File: config.mk
export PLATFORM = sky130hd
export DESIGN_NAME = line_check_scheduler
export DESIGN_NICKNAME = d
export VERILOG_FILES = /design/src/rtl/line_check_scheduler.sv
export SDC_FILE = /design/constraint.sdc
export NUM_CORES = 1
export LEC_CHECK = 0
export CORE_MARGIN = 5
export CORE_UTILIZATION = 48
export CTS_BUF_LIST = sky130_fd_sc_hd__clkbuf_4
export CTS_CLUSTER_SIZE = 28
export DETAILED_ROUTE_END_ITERATION = 6
export GPL_TIMING_DRIVEN = 0
export PLACE_DENSITY = 0.84
export SYNTH_ARGS = -nofsm -noshare
export SYNTH_HDL_FRONTEND = slang
export SYNTH_SLANG_ARGS = --single-unit
export TNS_END_PERCENT = 100
File: constraint.sdc
create_clock -name clk -period 2.4 [get_ports clk]
set_input_delay 0.24 -clock clk [delete_from_list [all_inputs] [get_ports clk]]
set_output_delay 0.24 -clock clk [all_outputs]
set_load 0.02 [all_outputs]
File: src/rtl/line_check_scheduler.sv
// line_check_scheduler: shares one two-vertex line checker across the six tetrahedron edges of each pixel.
// Define EDGE_SKIP_DEGEN_EN to skip edges whose two endpoints coincide.
module line_check_scheduler #(
   parameter int CHK_LAT = 0,
   parameter int W       = 16
) (
   input  logic                clk,
   input  logic                rst_n,
   input  logic                frame_start,
   input  logic signed [W-1:0] vtx1_X,
   input  logic signed [W-1:0] vtx1_Y,
   input  logic signed [W-1:0] vtx2_X,
   input  logic signed [W-1:0] vtx2_Y,
   input  logic signed [W-1:0] vtx3_X,
   input  logic signed [W-1:0] vtx3_Y,
   input  logic signed [W-1:0] vtx4_X,
   input  logic signed [W-1:0] vtx4_Y,
   input  logic                px_valid,
   output logic                px_ready,
   input  logic signed [W-1:0] h_cnt_Q,
   input  logic signed [W-1:0] v_cnt_Q,
   output logic signed [W-1:0] chk_h,
   output logic signed [W-1:0] chk_v,
   output logic signed [W-1:0] chk_vtxA_X,
   output logic signed [W-1:0] chk_vtxA_Y,
   output logic signed [W-1:0] chk_vtxB_X,
   output logic signed [W-1:0] chk_vtxB_Y,
   input  logic                chk_onLine,
   output logic                mask_valid,
   input  logic                mask_ready,
   output logic [5:0]          onLine_mask,
   output logic                busy
);
   typedef enum logic [1:0] {IDLE, ISSUE, DRAIN, HOLD} state_t;
   state_t state_q, state_d;
   logic [2:0] idx_q, idx_d;
   logic [1:0] dcnt_q, dcnt_d;
   logic pend_q, pend_d, latch, accept;
   logic [5:0] mask_q, mask_d, skip_d, skip_i;
   logic [3:0] cur, cap, n0, n1;
   logic signed [W-1:0] h_q, h_d, v_q, v_d;
   logic signed [W-1:0] vx_q [4], vy_q [4], vx_d [4], vy_d [4], vx_in [4], vy_in [4];

   function automatic logic [1:0] end_a(input logic [2:0] i);
      return i < 3'd3 ? 2'd0 : i < 3'd5 ? 2'd1 : 2'd2;
   endfunction

   function automatic logic [1:0] end_b(input logic [2:0] i);
      return i == 3'd0 ? 2'd1 : (i == 3'd1 || i == 3'd3) ? 2'd2 : 2'd3;
   endfunction

   // lowest non-skipped edge at or above from; bit 3 flags that one exists
   function automatic logic [3:0] next_edge(input logic [5:0] sk, input logic [2:0] from);
      next_edge = 4'd0;
      for (int i = 5; i >= 0; i--)
         if (i >= int'(from) && !sk[i]) next_edge = {1'b1, 3'(i)};
   endfunction

   assign vx_in = '{vtx1_X, vtx2_X, vtx3_X, vtx4_X};
   assign vy_in = '{vtx1_Y, vtx2_Y, vtx3_Y, vtx4_Y};
   assign px_ready = rst_n && state_q == IDLE && !pend_q;
   assign accept = px_valid && px_ready;
   assign latch = state_q == IDLE && (frame_start || pend_q);
   assign cur = {state_q == ISSUE, idx_q};

   always_comb begin
      for (int k = 0; k < 4; k++) begin
         vx_d[k] = latch ? vx_in[k] : vx_q[k];
         vy_d[k] = latch ? vy_in[k] : vy_q[k];
      end
   end

`ifdef EDGE_SKIP_DEGEN_EN
   logic [5:0] degen_q;
   always_comb begin
      skip_d = '0;
      for (int k = 0; k < 6; k++)
         skip_d[k] = vx_d[end_a(3'(k))] == vx_d[end_b(3'(k))] && vy_d[end_a(3'(k))] == vy_d[end_b(3'(k))];
   end
   always_ff @(posedge clk or negedge rst_n)
      if (!rst_n) degen_q <= '0;
      else degen_q <= skip_d;
   assign skip_i = degen_q;
`else
   assign skip_d = '0;
   assign skip_i = '0;
`endif

   always_comb begin
      n0 = next_edge(skip_d, 3'd0);
      n1 = next_edge(skip_i, idx_q + 3'd1);
      state_d = state_q;
      idx_d = idx_q;
      dcnt_d = dcnt_q;
      h_d = h_q;
      v_d = v_q;
      mask_d = mask_q;
      pend_d = state_q == IDLE ? 1'b0 : pend_q || frame_start;
      if (cap[3]) mask_d[cap[2:0]] = chk_onLine;
      case (state_q)
         IDLE: if (accept) begin
            h_d = h_cnt_Q;
            v_d = v_cnt_Q;
            mask_d = '0;
            idx_d = n0[2:0];
            state_d = n0[3] ? ISSUE : HOLD;
         end
         ISSUE: begin
            idx_d = n1[3] ? n1[2:0] : idx_q;
            dcnt_d = '0;
            state_d = n1[3] ? ISSUE : CHK_LAT == 0 ? HOLD : DRAIN;
         end
         DRAIN: begin
            dcnt_d = dcnt_q + 2'd1;
            state_d = dcnt_q == 2'(CHK_LAT - 1) ? HOLD : DRAIN;
         end
         default: state_d = mask_ready ? IDLE : HOLD;
      endcase
   end

   always_ff @(posedge clk or negedge rst_n)
      if (!rst_n) begin
         state_q <= IDLE;
         idx_q <= '0;
         dcnt_q <= '0;
         pend_q <= 1'b0;
         mask_q <= '0;
         h_q <= '0;
         v_q <= '0;
         for (int k = 0; k < 4; k++) begin
            vx_q[k] <= '0;
            vy_q[k] <= '0;
         end
      end else begin
         state_q <= state_d;
         idx_q <= idx_d;
         dcnt_q <= dcnt_d;
         pend_q <= pend_d;
         mask_q <= mask_d;
         h_q <= h_d;
         v_q <= v_d;
         for (int k = 0; k < 4; k++) begin
            vx_q[k] <= vx_d[k];
            vy_q[k] <= vy_d[k];
         end
      end

   // {valid, idx} travels alongside the operands so results land in the right mask bit
   generate
      if (CHK_LAT == 0) begin : g_comb
         assign cap = cur;
      end else begin : g_pipe
         logic [3:0] sr_q [CHK_LAT], sr_d [CHK_LAT];
         always_comb begin
            sr_d[0] = cur;
            for (int i = 1; i < CHK_LAT; i++) sr_d[i] = sr_q[i-1];
         end
         always_ff @(posedge clk or negedge rst_n)
            if (!rst_n) for (int i = 0; i < CHK_LAT; i++) sr_q[i] <= '0;
            else for (int i = 0; i < CHK_LAT; i++) sr_q[i] <= sr_d[i];
         assign cap = sr_q[CHK_LAT-1];
      end
   endgenerate

   assign chk_h = h_q;
   assign chk_v = v_q;
   assign chk_vtxA_X = vx_q[end_a(idx_q)];
   assign chk_vtxA_Y = vy_q[end_a(idx_q)];
   assign chk_vtxB_X = vx_q[end_b(idx_q)];
   assign chk_vtxB_Y = vy_q[end_b(idx_q)];
   assign mask_valid = state_q == HOLD;
   assign onLine_mask = mask_q;
   assign busy = state_q != IDLE;
endmodule

==> results.md, run 1 <==
- Arr. time, crit path: ~2.5 ns
- Max VDD drop: 722 uV
- Max Cap Violations: 0
- Via Count: 6374
- Final Routed Wirelength: 24.8 mm
- Clk sinks: 174
- # IOs: 271
- Die Area: 0.0198 mm2
- Reg2Reg Depth: 6
- Die Span X: 141 um
- Max Freq: 367 MHz
- Critical Path Fanout Max: 5
- Hold Violations, Final: 0
- Distinct cells, synth: 34
- Skew-Pair Late Insertion Delay: 0.56 ns
- Setup repair after global routing missed its margin: true
- Post-Syn Instances: between 600 and 700
- Yosys Warn Count: 0
- First-pass GRT wire length: 37.8 mm
- Slew HR: roughly 65%
- Cell Rows: 47
- Ys flop type: dfrtp_1
- Final Cycle Share: 113%
- PortBufs: 270
- Slowest Stage Delay on Critical Path: 0.45 ns
- Grt total ovfl: 0
- Fin cells: 1208
- First-pass DRT Iterations: 5
- Crit-path cells: buf_4 > or3b_4 > o21ai_4 > buf_12 > clkbuf_16 > mux2i_1 > a21oi_1 > buf_4
- CP delay by family, top: buffers and inverters
- Most frequent CP cell: buf_4
- Max Transition Viols Final: 0
- Post-synthesis sequential area ratio: 53.0%
- WS Path Type: register to output pin
- Worst setup EP type: output pin
- Post-synth ARST share: between 90% and 100%
- Post-synth EDFFs: 0
- Via count of the first global-routing pass: just under 7000
- Most common cell after layout, fill and taps aside: clkdlybuf4s50_1
- Critical path startpoint category: register
- Share of layout cells above drive strength 1: between 30% and 40%
- Violated checks: setup timing
- Worst Skew: 0.0175 ns
- Avg Inst Size Synth: 12.5 um2
- DRC Markers: 0
- Layout Nets: 1151
- Gr usage total: 24.8%
- RD Place Congestion: 0.837
- DR WL/cell: 20.5 um
- Total power: approximately 19 mW
- Run status: complete, but fails checks
- Post-Syn Area: 0.00822 mm2
- Layout area overhead: 44.9%
- H-Tree Depth: 4
- Pwr dens: approximately 1600 mW/mm2
- Worst Tran Pin Value: 0.531 ns
- Cell count along the critical path: 8
- Final antenna-violating net count: 0
- CTS Buffer Depth: 2
- CP bufs+invs: 4
- Req. time, crit path: 2.16 ns
- CTS tree: built
- Commonest non-fill, non-tap cells in the layout: clkdlybuf4s50_1, dfrtp_1, mux2_2, mux2i_1, buf_4
- Yosys reg bits: 174
- CTS clk-pin slew, worst paths: 0.16 ns
- Final min period: between 2 and 3 ns
- Largest net degree at the start of global routing: 110
- Vias per cell: around 5.3
- Setup-failing EPs final: between 60 and 70
- Sum Neg Setup Slack: -13.97 ns
- Inserted Clock Buffers: 17
- Inst Count DP: 1148
- Core box area: roughly 0.017 mm2
- Dpl hpwl: 17.8 mm
- Die H: 141 um
- Final worst setup slack: -0.323 ns
- Crit path max-delay cell type: dfrtp_1
- Worst Hold Class: input pin to async pin
- Root buffer cell: clkbuf_4
- P_leak: 5.19 nW
- Fill cells: 1292
- Initial core utilization: 49.2%
- Initial antenna violation count: 1
- Net Count, Synth: between 800 and 900
- Initial DRC count: 261
sequential cells by signal (all words and copies together), names as in the netlist:
signal and cells:
chk_h 16, chk_v 16, dcnt_q 2, idx_q 3, onLine_mask 6, pend_q 1, state_q 2, vx_q 64
vy_q 64
worst reg2reg max path: cells and delay by family, from the launching register on:
| family | cells | cell delay [ns] |
|---|---|---|
| multiplexers | 1 | 0.38 |
| adder cells (fa/ha/maj) | 1 | 0.25 |
| flip-flops | 1 | 0.44 |
| AO/OA/AOI/OAI | 1 | 0.19 |
| buffers and inverters | 3 | 0.83 |
power by group:
group | internal (mW) | switching [mW] | leakage, nW
Combinational | 6.02 | 5.96 | 2.97
Sequential | 4.43 | 0.943 | 2.07
Clock | 0.634 | 1.09 | 0.150
worst paths after layout:
kind                                  start       endpoint  slack (ns)
min in group clk                frame_start         pend_q        0.24
worst min register to register     vx_q[57]       vx_q[57]        0.52
max in group asynchronous             rst_n        vx_q[7]        1.68
worst max-delay path               idx_q[1]  chk_vtxA_Y[8]       -0.32
worst min-delay path                  rst_n      chk_h[13]        0.22
worst max register to register   state_q[0]        vx_q[9]        0.21
metrics by stage:
step	hold slack [ns]	setup slack, ns	utilization [%]	cell area [um2]
after global routing	0.208	-0.401	71.3	11900
after global placement	0.486	-6.17	67.0	11200
after CTS	0.199	-0.285	70.5	11800
after detailed placement	0.224	-0.868	67.2	11200
after floorplan	-0.0556	0.242	-	8220
final	0.219	-0.323	71.3	11900
cell usage after synthesis, drive strengths merged, types with 4 or more instances:
cell,n,area (um2)
a21oi,37,189
buf,26,209
clkbuf,15,56.3
dfrtp,174,4350
ha,10,125
inv,9,33.8
mux2,162,1820
mux2i,70,701
nand2,41,154
nand3,4,20.0
nor2,43,161
nor2b,4,25.0
nor3,5,25.0
o21ai,41,216
cell families after synthesis:
logic type,synth area share [%]
simple gates,5.44
flops,53.0
buf+inv,3.64
fa+ha+maj,1.52
compound gates,5.68
mux,30.7
routing by layer:
layer  global-route usage, %  vias to the layer above  wire length, um
met4                    5.25                        0              357
li1                        -                     2968                -
met2                    42.8                      230            12400
met1                    29.9                     3143             9990
met3                    9.11                       33             2030
met5                       0                        -                0
timing repair:
| action | CTS | global route |
|---|---|---|
| gates resized for setup | 399 | 61 |
| endpoints found under the hold margin | 67 | 0 |
| buffers inserted | 16 | 8 |
| cloned | 4 | 2 |
| pin swaps | 23 | 15 |
| hold buffers | 2 | 0 |
| setup endpoints to repair | 66 | 66 |
layout make-up:
class	instances	area (um2)	area share (%)
diodes	1	2.50	0.0210
plain buffers	40	375	3.15
clock buffers	17	128	1.07
clock inverters	14	155	1.30
inverters	9	37.5	0.315
multi-input cells	433	3640	30.6
flip-flops and latches	174	4350	36.6
well taps	220	275	2.31
repair buffers	300	2940	24.7
(Power assumes the default switching activity.)
==> run 2, diff against run 1 <==
--- a/config.mk
+++ b/config.mk
@@ -10,8 +10,10 @@
 export CTS_BUF_LIST = sky130_fd_sc_hd__clkbuf_4
 export CTS_CLUSTER_SIZE = 28
 export DETAILED_ROUTE_END_ITERATION = 6
+export GPL_ROUTABILITY_DRIVEN = 0
 export GPL_TIMING_DRIVEN = 0
 export PLACE_DENSITY = 0.84
+export SLEW_MARGIN = 20
 export SYNTH_ARGS = -nofsm -noshare
 export SYNTH_HDL_FRONTEND = slang
 export SYNTH_SLANG_ARGS = --single-unit
==> results.md, run 2 (same netlist as run 1, synthesis figures left out) <==
- CTS clk-pin slew, worst paths: between 0.15 and 0.2 ns
- Grt met3 use: 8.16%
- Final min period: ~2.7 ns
- Crit path max-delay cell type: dfrtp_1
- Inserted Clock Buffers: 17
- Grt total ovfl: 0
- Worst Skew: 0.0224 ns
- Cell Rows: 47
- H-Tree Depth: 4
- Final core utilization: 72.0%
- WS Path Type: register to output pin
- Die Area: 0.0198 mm2
- Slew HR: 55.5%
- DR WL/cell: 20.8 um
- # IOs: 271
- Skew-Pair Late Insertion Delay: around 0.57 ns
- M1 GR Usage: 30.5%
- Share of layout cells above drive strength 1: between 30% and 40%
- Dpl hpwl: 17.8 mm
- P_leak: 5.24 nW
- Hold Violations, Final: 0
- Layout Nets: 1153
- DRC Markers: 0
- Layout area overhead: 46.3%
- Largest net degree at the start of global routing: between 90 and 100
- Final Cycle Share: 114%
- CTS Buffer Depth: 2
- PortBufs: 270
- CP startpoint: idx_q[1]
- Critical Path Fanout Max: 5
- Worst Hold Class: input pin to async pin
- Max Cap Violations: 0
- Sequential share of power: 27.6%
- Initial core utilization: 49.2%
- Crit-path cells: buf_6 > or3b_4 > o21ai_4 > buf_12 > buf_12 > mux2i_1 > a21oi_1 > buf_2
- Arr. time, crit path: about 2.5 ns
- P_int: around 11 mW
- Final hold slack: 0.228 ns
- Commonest non-fill, non-tap cells in the layout: clkdlybuf4s50_1, dfrtp_1, mux2_2, mux2i_1, buf_4
- CTS tree: built
- Via Count: 6425
- M2 GR Usage: 41.6%
- Leading registers by flop count: vx_q x64, vy_q x64
- Switch Pwr: 8.08 mW
- Initial DRC count: between 300 and 400
- Violated checks: setup timing
- Most frequent CP cell: buf_12
- Final antenna-violating net count: 0
- Fill cells: 1268
- Final worst setup slack: -0.338 ns
- Most common cell after layout, fill and taps aside: clkdlybuf4s50_1
- Vias per cell: around 5.3
- First-pass DRT Iterations: 6
- Req. time, crit path: 2.16 ns
- Critical path startpoint category: register
- Worst setup EP type: output pin
- Pwr dens: 1620 mW/mm2
- Clk sinks: 174
- Sw Ratio: between 40% and 50%
- Initial antenna violation count: 1
- Die Span X: 141 um
- Root buffer cell: clkbuf_4
- Max Freq: 365 MHz
- Combinational group share of total power: about three fifths
- Worst Tran Pin Value: 0.667 ns
- Sum Neg Setup Slack: -15.05 ns
- Slowest Stage Delay on Critical Path: approximately 0.46 ns
- First-pass GRT wire length: about 38 mm
- Gr usage total: about a quarter
- Final Routed Wirelength: 25.2 mm
- Via count of the first global-routing pass: just under 7000
- Die H: ~140 um
- Setup-failing EPs final: 64
- Max Transition Viols Final: 0
- Setup repair after global routing missed its margin: true
- Launch point of the worst reg-to-reg path: state_q[0]
- Clock Power Share: 10.6%
- GRT Max-Usage Layer: met2
- DP Worst Slack: -0.903 ns
- Run status: complete, but fails checks
- Core box area: approximately 0.017 mm2
- Max VDD drop: 874 uV
## run 2: path summary, 6_finish.rpt
check                      depth (start not counted)  slack [ns]            end
max in group asynchronous                          3        1.27        vx_q[7]
max reg2reg                                        6        0.15       vy_q[48]
max                                                8       -0.34  chk_vtxA_Y[6]
min                                                2        0.23      chk_h[15]
min in group clk                                   3        0.23         pend_q
min reg2reg                                        1        0.52       vy_q[48]
## run 2: final cells by class
class | instances | area (um2) | share of cell area (%)
sequential | 174 | 4350 | 36.2
multi-input combinational | 433 | 3650 | 30.3
timing repair buffer | 302 | 2930 | 24.4
buffer | 40 | 417 | 3.47
tap | 220 | 275 | 2.29
clock inverter | 14 | 226 | 1.88
clock buffer | 18 | 135 | 1.12
inverter | 9 | 37.5 | 0.312
antenna | 1 | 2.50 | 0.0208
## run 2: through the flow
step	instances	cell area (um2)	power, mW
6_report	1211	12000	19.5
5_1_grt	1211	12000	20.6
4_1_cts	1205	11900	19.2
3_5_place_dp	1148	11200	16.7
3_3_place_gp	1147	11200	16.4
2_1_floorplan	657	8220	11.9
## run 2: what timing repair did
item                                    in CTS  in global routing
endpoints found under the hold margin       84                  0
gates resized for setup                    411                 46
endpoints found under the setup margin      66                 66
pin swaps                                   21                 18
hold buffers                                 1                  0
gates cloned                                 4                  2
buffers inserted                            20                  7
## run 2: worst max-delay path, delay by kind of cell, from the launching register on
| kind | cells | cell delay [ns] |
|---|---|---|
| buf+inv | 4 | 0.66 |
| flops | 1 | 0.46 |
| simple gates | 1 | 0.38 |
| compound gates | 2 | 0.24 |
| mux | 1 | 0.19 |
## run 2: power groups by stage
stage | clock, mW | combinational, mW | sequential [mW]
floorplan | 0 | 6.37 | 5.53
global placement | 0 | 11.1 | 5.34
detailed placement | 0 | 11.3 | 5.41
CTS | 2.11 | 11.8 | 5.34
global route | 2.23 | 12.8 | 5.56
finish | 2.07 | 12.1 | 5.38
## run 2: routing by layer
metal | vias up | share of wire [%]
li1 | 2959 | -
met1 | 3162 | 40
met2 | 266 | 50
met3 | 38 | 8.0
met4 | 0 | 2.5
met5 | - | 0
==> run 3, diff against run 2 <==
--- a/config.mk
+++ b/config.mk
@@ -5,7 +5,7 @@
 export SDC_FILE = /design/constraint.sdc
 export NUM_CORES = 1
 export LEC_CHECK = 0
-export CORE_MARGIN = 5
+export CORE_MARGIN = 2
 export CORE_UTILIZATION = 48
 export CTS_BUF_LIST = sky130_fd_sc_hd__clkbuf_4
 export CTS_CLUSTER_SIZE = 28
==> results.md, run 3 (same netlist as run 1, synthesis figures left out) <==
- Run status: complete, but fails checks
- Violated checks: setup timing
- R2R Setup Slk: 0.20 ns
- Sequential share of power: between 20% and 30%
- Final Cycle Share: 113%
- Total power: 19.9 mW
- Final core utilization: 73.3%
- Arr. time, crit path: 2.47 ns
- Slew HR: 47.2%
- Die H: 135 um
- First-pass GRT wire length: 38.0 mm
- Via Count: about 6600
- Layout Nets: 1157
- Vias per cell: ~5.4
- PortBufs: 270
- Clock Power Share: 8.6%
- Worst Skew: between 0.015 and 0.02 ns
- WS Path Type: register to output pin
- Max Transition Viols Final: 0
- Most common cell after layout, fill and taps aside: clkdlybuf4s50_1
- First-pass DRT Iterations: 4
- H-Tree Depth: 4
- Crit path max-delay cell type: dfrtp_1
- Share of layout cells above drive strength 1: 36.7%
- Initial antenna violation count: 1
- DR WL/cell: 21.0 um
- Worst Hold Class: input pin to async pin
- CTS Buffer Depth: 2
- Gr usage total: 27.9%
- Reg2reg end: vx_q[50]
- Die Area: 0.0182 mm2
- CTS tree: built
- Launch point of the worst reg-to-reg path: state_q[0]
- Via count of the first global-routing pass: between 7000 and 8000
- Critical Path Fanout Max: 6
- Hold Violations, Final: 0
- Pwr dens: 1630 mW/mm2
- Initial core utilization: 49.4%
- # IOs: 271
- CTS clk-pin slew, worst paths: around 0.15 ns
- Initial DRC count: 365
- Largest net degree at the start of global routing: 99
- Inserted Clock Buffers: 17
- Critical path startpoint category: register
- Sw Ratio: 42.2%
- Crit-path cells: buf_6 > buf_4 > ha_4 > a21oi_4 > buf_12 > buf_4 > buf_12 > mux2i_4 > o21ai_2 > buf_6
- Setup-failing EPs final: 64
- Commonest non-fill, non-tap cells in the layout: clkdlybuf4s50_1, dfrtp_1, mux2_2, mux2i_1, buf_4
- Clk sinks: ~170
- Root buffer cell: clkbuf_4
- Leading registers by flop count: vx_q x64, vy_q x64
- DRC Markers: 0
- DP Worst Slack: -0.853 ns
- Die Span X: 135 um
- Final min period: 2.71 ns
- Setup repair after global routing missed its margin: true
- Grt total ovfl: 0
- Core box area: 0.0166 mm2
- DP Area: approximately 0.011 mm2
- Final antenna-violating net count: 0
- Cell Rows: 47
- Switch Pwr: 8.41 mW
- Final Routed Wirelength: ~26 mm
- Dpl hpwl: between 15 and 20 mm
- Worst Tran Pin Value: approximately 0.79 ns
- Worst setup EP type: output pin
- Fill cells: ~1200
- P_int: 11.5 mW
- Sum Neg Setup Slack: -16.78 ns
- Max VDD drop: around 760 uV
- Finished Cell Area: 0.0122 mm2
- Max Freq: roughly 370 MHz
- Combinational group share of total power: 64.1%
- Final worst setup slack: -0.312 ns
- P_leak: 5.28 nW
- Max Cap Violations: 0
- Layout area overhead: 48.5%
- Slowest Stage Delay on Critical Path: 0.44 ns
- Skew-Pair Late Insertion Delay: 0.60 ns
- Req. time, crit path: 2.16 ns
- Reg2Reg Depth: 6
## run 3: cell count changes in the layout (fill, tap and decap cells not counted), sizes merged
cell / change
bufinv: -4
clkbuf: +2
clkinv: +1
buf: +1
inv: +3
clkinvlp: +1
## run 3: timing repair
item	CTS	global route
hold buffers	1	0
gates cloned	9	3
pin swaps	27	18
endpoints found under the hold margin	95	0
buffers inserted	18	8
resized for setup	431	62
setup endpoints to repair	66	66
## run 3: per-stage QoR
step           std cells  hold WS [ns]
2_1_floorplan        657       -0.0556
3_3_place_gp        1147         0.486
3_5_place_dp        1148         0.320
4_1_cts             1207         0.211
5_1_grt             1215         0.187
6_report            1215         0.195
## run 3: layout make-up
cell class,instances,area [um2],share of cell area [%]
tap,220,275,2.26
inverter,9,42.5,0.349
antenna,1,2.50,0.0205
clock buffer,17,128,1.05
buffer,39,403,3.30
timing repair buffer,307,3080,25.3
sequential,174,4350,35.7
multi-input combinational,433,3760,30.8
clock inverter,15,153,1.25
## run 3: layer usage
layer | GRT usage [%] | share of wire [%] | up-vias
met5 | 0 | 0 | -
met4 | 9.65 | 3.3 | 0
met3 | 9.61 | 8.3 | 63
met2 | 47.7 | 50 | 284
met1 | 32.7 | 39 | 3260
li1 | - | - | 2964
## run 3: critical path: cells and delay by family (launching register included)
family | cells | cell delay [ns]
buffers and inverters | 6 | 0.80
DFF | 1 | 0.44
AOI/OAI and AO/OA | 2 | 0.24
muxes | 1 | 0.22
adders and majority gates | 1 | 0.16
## run 3: worst max path at each step
stage | startpoint | to | slack, ns | cells past startpoint
final | idx_q[0] | chk_vtxB_Y[3] | -0.31 | 10
after global routing | idx_q[0] | chk_vtxB_X[3] | -0.46 | 10
after CTS | idx_q[1] | chk_vtxB_X[2] | -0.31 | 10
after detailed placement | idx_q[1] | chk_vtxB_X[11] | -0.85 | 9
after global placement | rst_n | vx_q[58] | -6.22 | 1
after floorplan | state_q[0] | chk_h[12] | 0.24 | 8
## run 3: power by group through the flow
stage	Clock (mW)	Combinational [mW]	Sequential, mW
floorplan	0	6.37	5.53
global placement	0	11.0	5.35
detailed placement	0	11.2	5.42
CTS	1.73	12.2	5.35
global route	1.87	13.5	5.63
finish	1.71	12.8	5.45
